[src/rtl/cdb_arbiter_if.sv]
// Bundle of the FU completion ports, squash and the CDB broadcast.
// slave  : the arbiter side (takes completions, drives the CDB).
// master : the producer/consumer side (FUs, pipeline control, CDB listeners).
interface cdb_arbiter_if #(
   parameter int NUM_FU  = 4,
   parameter int XLEN    = 32,
   parameter int ROB_LEN = 32
);
   localparam int TAG_W = $clog2(ROB_LEN);
   localparam int IDX_W = (NUM_FU > 1) ? $clog2(NUM_FU) : 1;

   logic [NUM_FU-1:0]       fu_valid;
   logic [NUM_FU*TAG_W-1:0] fu_tag;
   logic [NUM_FU*XLEN-1:0]  fu_value;
   logic [NUM_FU-1:0]       fu_ready;
   logic                    squash;
   logic                    cdb_valid;
   logic [TAG_W-1:0]        cdb_tag;
   logic [XLEN-1:0]         cdb_value;
   logic [IDX_W-1:0]        cdb_fu_idx;

   modport slave (
      input  fu_valid, fu_tag, fu_value, squash,
      output fu_ready, cdb_valid, cdb_tag, cdb_value, cdb_fu_idx
   );

   modport master (
      output fu_valid, fu_tag, fu_value, squash,
      input  fu_ready, cdb_valid, cdb_tag, cdb_value, cdb_fu_idx
   );
endinterface

[src/rtl/cdb_arbiter.sv]
// Common Data Bus arbiter: one holding buffer per functional unit, a
// round-robin pick among the full buffers each cycle, and a registered
// broadcast of the winner. Tags and values are carried opaquely.
module cdb_arbiter #(
   parameter int NUM_FU  = 4,
   parameter int XLEN    = 32,
   parameter int ROB_LEN = 32
) (
   input  logic               clock,
   input  logic               reset,
   cdb_arbiter_if.slave       bus
);
   localparam int TAG_W = $clog2(ROB_LEN);
   localparam int IDX_W = (NUM_FU > 1) ? $clog2(NUM_FU) : 1;

   logic [NUM_FU-1:0] hold_valid_r;
   logic [TAG_W-1:0]  hold_tag_r   [NUM_FU];
   logic [XLEN-1:0]   hold_value_r [NUM_FU];
   logic [IDX_W-1:0]  rr_ptr_r;

   logic [NUM_FU-1:0] grant_s;
   logic [IDX_W-1:0]  grant_idx_s;
   logic              grant_any_s;
   logic [NUM_FU-1:0] accept_s;

   // Round-robin pick: first full buffer at or after rr_ptr, wrapping.
   always_comb begin
      int cand;
      grant_s     = {NUM_FU{1'b0}};
      grant_idx_s = {IDX_W{1'b0}};
      grant_any_s = 1'b0;
      for (int off = 0; off < NUM_FU; off++) begin
         cand = int'(rr_ptr_r) + off;
         if (cand >= NUM_FU) begin
            cand = cand - NUM_FU;
         end else begin
            cand = cand;
         end
         if (!grant_any_s && hold_valid_r[cand]) begin
            grant_s[cand] = 1'b1;
            grant_idx_s   = IDX_W'(cand);
            grant_any_s   = 1'b1;
         end else begin
            grant_any_s   = grant_any_s;
         end
      end
   end

   // A buffer can take a new result when it is empty or is being drained
   // this cycle; depends on registered state and squash only.
   assign bus.fu_ready = ~{NUM_FU{bus.squash}} & (~hold_valid_r | grant_s);
   assign accept_s     = bus.fu_valid & bus.fu_ready;

   // Holding buffers, round-robin pointer and the registered CDB.
   always_ff @(posedge clock or negedge reset) begin
      if (!reset) begin
         hold_valid_r   <= {NUM_FU{1'b0}};
         rr_ptr_r       <= {IDX_W{1'b0}};
         bus.cdb_valid  <= 1'b0;
         bus.cdb_tag    <= {TAG_W{1'b0}};
         bus.cdb_value  <= {XLEN{1'b0}};
         bus.cdb_fu_idx <= {IDX_W{1'b0}};
         for (int i = 0; i < NUM_FU; i++) begin
            hold_tag_r[i]   <= {TAG_W{1'b0}};
            hold_value_r[i] <= {XLEN{1'b0}};
         end
      end else if (bus.squash) begin
         // Flush wins over both accept and broadcast; the last tag/value
         // stay on the bus but are qualified off by cdb_valid.
         hold_valid_r  <= {NUM_FU{1'b0}};
         rr_ptr_r      <= {IDX_W{1'b0}};
         bus.cdb_valid <= 1'b0;
      end else begin
         for (int i = 0; i < NUM_FU; i++) begin
            if (accept_s[i]) begin
               // Refill replaces a granted entry in the same cycle.
               hold_valid_r[i] <= 1'b1;
               hold_tag_r[i]   <= bus.fu_tag[i*TAG_W +: TAG_W];
               hold_value_r[i] <= bus.fu_value[i*XLEN +: XLEN];
            end else if (grant_s[i]) begin
               hold_valid_r[i] <= 1'b0;
            end else begin
               hold_valid_r[i] <= hold_valid_r[i];
            end
         end
         if (grant_any_s) begin
            bus.cdb_valid  <= 1'b1;
            bus.cdb_tag    <= hold_tag_r[grant_idx_s];
            bus.cdb_value  <= hold_value_r[grant_idx_s];
            bus.cdb_fu_idx <= grant_idx_s;
            rr_ptr_r       <= (grant_idx_s == IDX_W'(NUM_FU - 1)) ?
                              {IDX_W{1'b0}} : grant_idx_s + IDX_W'(1);
         end else begin
            bus.cdb_valid  <= 1'b0;
         end
      end
   end
endmodule

[src/flat_wrapper.sv]
// flat-port wrapper written by rule: the top's interface ports become plain ports
module cdb_arbiter_flat 
#(
   parameter int NUM_FU  = 4,
   parameter int XLEN    = 32,
   parameter int ROB_LEN = 32
)
  (clock, reset, bus_fu_valid, bus_fu_tag, bus_fu_value, bus_squash, bus_fu_ready, bus_cdb_valid, bus_cdb_tag, bus_cdb_value, bus_cdb_fu_idx);
  cdb_arbiter_if #(.NUM_FU(NUM_FU), .XLEN(XLEN), .ROB_LEN(ROB_LEN)) bus_i ();
  input  logic clock;
  input  logic reset;
  input wire logic [$bits(bus_i.fu_valid)-1:0] bus_fu_valid;
  input wire logic [$bits(bus_i.fu_tag)-1:0] bus_fu_tag;
  input wire logic [$bits(bus_i.fu_value)-1:0] bus_fu_value;
  input wire logic [$bits(bus_i.squash)-1:0] bus_squash;
  output wire logic [$bits(bus_i.fu_ready)-1:0] bus_fu_ready;
  output wire logic [$bits(bus_i.cdb_valid)-1:0] bus_cdb_valid;
  output wire logic [$bits(bus_i.cdb_tag)-1:0] bus_cdb_tag;
  output wire logic [$bits(bus_i.cdb_value)-1:0] bus_cdb_value;
  output wire logic [$bits(bus_i.cdb_fu_idx)-1:0] bus_cdb_fu_idx;
  assign bus_i.fu_valid = bus_fu_valid;
  assign bus_i.fu_tag = bus_fu_tag;
  assign bus_i.fu_value = bus_fu_value;
  assign bus_i.squash = bus_squash;
  assign bus_fu_ready = bus_i.fu_ready;
  assign bus_cdb_valid = bus_i.cdb_valid;
  assign bus_cdb_tag = bus_i.cdb_tag;
  assign bus_cdb_value = bus_i.cdb_value;
  assign bus_cdb_fu_idx = bus_i.cdb_fu_idx;
  cdb_arbiter #(.NUM_FU(NUM_FU), .XLEN(XLEN), .ROB_LEN(ROB_LEN)) u_core (.clock(clock), .reset(reset), .bus(bus_i));
endmodule
[config.mk]
export PLATFORM = sky130hd
export DESIGN_NAME = cdb_arbiter_flat
export DESIGN_NICKNAME = d
export VERILOG_FILES = /design/src/rtl/cdb_arbiter_if.sv /design/src/rtl/cdb_arbiter.sv /design/src/flat_wrapper.sv
export SDC_FILE = /design/constraint.sdc
export NUM_CORES = 1
export LEC_CHECK = 0
export BUFFER_PORTS_ARGS = -buffer_cell sky130_fd_sc_hd__buf_2
export CORE_MARGIN = 5
export CORE_UTILIZATION = 40
export DETAILED_ROUTE_END_ITERATION = 10
export SYNTH_ARGS = -nofsm -noshare
export SYNTH_HDL_FRONTEND = slang
export SYNTH_SLANG_ARGS = --single-unit
[constraint.sdc]
create_clock -name clock -period 5.2 [get_ports clock]
set_clock_uncertainty 0.15 [all_clocks]
set_input_delay 0.52 -clock clock [delete_from_list [all_inputs] [get_ports clock]]
set_output_delay 0.52 -clock clock [all_outputs]
set_load 0.01 [all_outputs]
==> results.toml <==
[yosys]
synthMuxAreaShare_pct = 32.2
yosys.area_share.simple_pct = 3.73
async_flop_share_pct = 100
syn_nets = 770
synth_warnings = 0
syn_inst = 606
synth_sequential_area_ratio_pct = 54.1
synth_top_family_by_area = "multiplexers"
synth_edf_count = 0
synth_xor_area_share_pct = 0.0977
synthAdderAreaFrac_pct = 1.26
ys_ff_latch = 194
synth_area_leaders = "dfrtp_1, mux2_4, mux2i_1, mux2_2, o221ai_1"
yosysTopAreaCell = "dfrtp_1"
netlist_area_um2 = 8970
synth_compound_area_share_pct = 5.57
synth_ff_type = "dfrtp_1"
synthTopCellsByCount = "dfrtp_1, mux2_4, mux2i_1"
synth_cell_types = 37
yosysMostFrequentCell = "dfrtp_1"
synth_top_cell_area_share_pct = 54.1
syn_area_per_cell_um2 = 14.8

[detailed_routing]
drtIter0Drc = 265
wl_um = 22500
drt-vias-per-instance = 5.26
dr.pass1.iters = 4
wl_per_cell_um = 20.7
drc_errors = 0
num_vias = 5725
drtAntennaViolNets = 0

[place]
dpl.hpwl_um = 15000
io_buffer_count = 198
pre_cts_slack_ns = 1.24
placed_cells = 1052
place_congestion = 0.846
placedInstanceArea_um2 = 10100

[floorplanning]
die_y_um = 160
die_width_um = 160
rows = 54
start_util_pct = 40.8
die_area_um2 = 25500
core_area_um2 = 22000
num_io_pins = 199

[timing]
slew_violations = 0
finalSetupViolations = 0
worst_pin_slew_ns = 0.929
timing.fmax_ghz = 0.251
finalCritPeriodShare_pct = 76.6
hold_viol = 8
grt_setup_unrepaired = "false"
holdWs_ns = -0.0220
period_minus_slack_ns = 3.98
relSlewSlack_pct = 38.1
finalWorstSetupSlack_ns = 1.22
fin_setup_tns_ns = 0

[final_layout]
fillers = 1885
seqCellArea_um2 = 4850
finalNetCount = 955
areaGrowthSynthToFinish_pct = 19.3
multi_input_comb_area_um2 = 3860
finish.utilization_pct = 48.7
fin_cells = 1088
stdcell_area_um2 = 10700
drive_gt1_share_pct = 47.3

[power]
leakage_nw = 5.20
power_density_nw_per_um2 = 564
power.total_mw = 6.03
vdd_drop_max_uv = 293

[worst_setup_path]
slowest_stage = "dfrtp_1"
cp.buffers_inverters = 2
worstSetupPathType = "register to output pin"
end_kind = "output pin"
critPathMaxStageDelay_ns = 0.70
cp.arrival_ns = 3.31
crit_path_start_kind = "register"
crit_family = "flip-flops"
crit_chain = "inv_1, ha_1, mux4_2, nor4b_4, nand2_1, a41oi_2, buf_2"
worstPathMaxFanout = 13
cp.required_ns = 4.53

[min_path]
hp-class = "input pin to asynchronous set/reset pin"

[grt]
grt_usage_pct = 17.3
antenna_found_initial = 2
grt_max_degree = 110
grt_pass1_wl_um = 35400
grt_overflow = 0
grt_pass1_vias = 6368

[run]
cap_violations = 0

[clock_tree]
clk_pin_slew_ns = 0.07
cts_buffers = 17
clock_latency_ns = 0.42
htreeDepth = 4
tritoncts = "yes"
cts_hold_buf = 0
cts_resized = 0
cts_setup_buffers = 0
clockBufferDepth = 2
clockRootBuffer = "clkbuf_16"
cts.sinks = 194

[status]
violations = "hold timing"
run_status = "complete, but fails checks"
final cells by class:
type / instances / area share (%)
Antenna cell: 4 / 0.0936
Clock buffer: 20 / 4.08
Clock inverter: 12 / 1.02
Inverter: 5 / 0.176
Multi-Input combinational cell: 369 / 36.1
Sequential cell: 194 / 45.4
Tap cell: 280 / 3.28
Timing Repair Buffer: 204 / 9.89
path summary, 6_finish.rpt:
path,startpoint,end,slack [ns],cells after the start
hold reg to reg,u_core.hold_value_r[79],u_core.hold_value_r[79],0.35,1
setup reg to reg,u_core.rr_ptr_r[0],u_core.bus.cdb_value[0],1.23,8
min in group clock,bus_fu_tag[7],u_core.hold_tag_r[12],0.15,2
hold / removal,reset,u_core.hold_value_r[48],-0.02,1
setup / recovery,u_core.rr_ptr_r[0],bus_fu_ready[0],1.22,7
max in group asynchronous,reset,u_core.hold_value_r[12],3.79,2
worst reg2reg max path, delay by kind of cell, from the launching register on:
family                   cells  cell delay [ns]
AND/OR/NAND/NOR              3             1.43
flip-flops                   1             0.70
adder cells (fa/ha/maj)      1             0.44
multiplexers                 1             0.44
buffers and inverters        2             0.39
AO/OA/AOI/OAI                1             0.27
layer usage:
metal / GRT usage (%) / share of wire, % / vias to the layer above
met2: 28.0 / 48 / 187
met4: 4.18 / 1.3 / 0
li1: - / - / 2589
met1: 23.5 / 46 / 2929
met3: 4.43 / 5.3 / 20
met5: 0 / 0 / -
state kept, by name, indices dropped and copies added (netlist names):
name and flops:
u_core.bus.cdb_value 32, u_core.bus.cdb_fu_idx 2, u_core.hold_value_r 128, u_core.hold_tag_r 20, u_core.rr_ptr_r 2, u_core.bus.cdb_tag 5, u_core.hold_valid_r 4, u_core.bus.cdb_valid 1
kinds of logic after synthesis:
logic type / count (synthesis)
xor+xnor: 1
buf+inv: 43
fa+ha+maj: 9
simple gates: 71
mux: 231
flops: 194
compound gates: 57
report_power, final:
part | total [mW] | switching, mW | internal, mW
clock network | 1.26 | 0.596 | 0.663
logic | 2.36 | 1.16 | 1.20
registers | 2.41 | 0.346 | 2.06
layout by cell type, fill, tap and decap left out, types with 2 or more instances in the layout:
cell and n:
a22oi_1 4, a41oi_1 3, a41oi_2 3, buf_2 197, buf_4 5, clkbuf_1 3
clkbuf_16 17, clkinv_2 4, clkinv_4 3, clkinvlp_4 2, dfrtp_1 194, diode_2 4
ha_1 9, inv_1 5, inv_6 2, mux2_1 17, mux2_2 42, mux2_4 90
mux2i_1 78, mux4_2 4, nand2_1 50, nand2_4 3, nor2_1 7, nor2b_1 4
o211ai_1 2, o221ai_1 37
No activity file was read; power rests on OpenSTA's default activity.
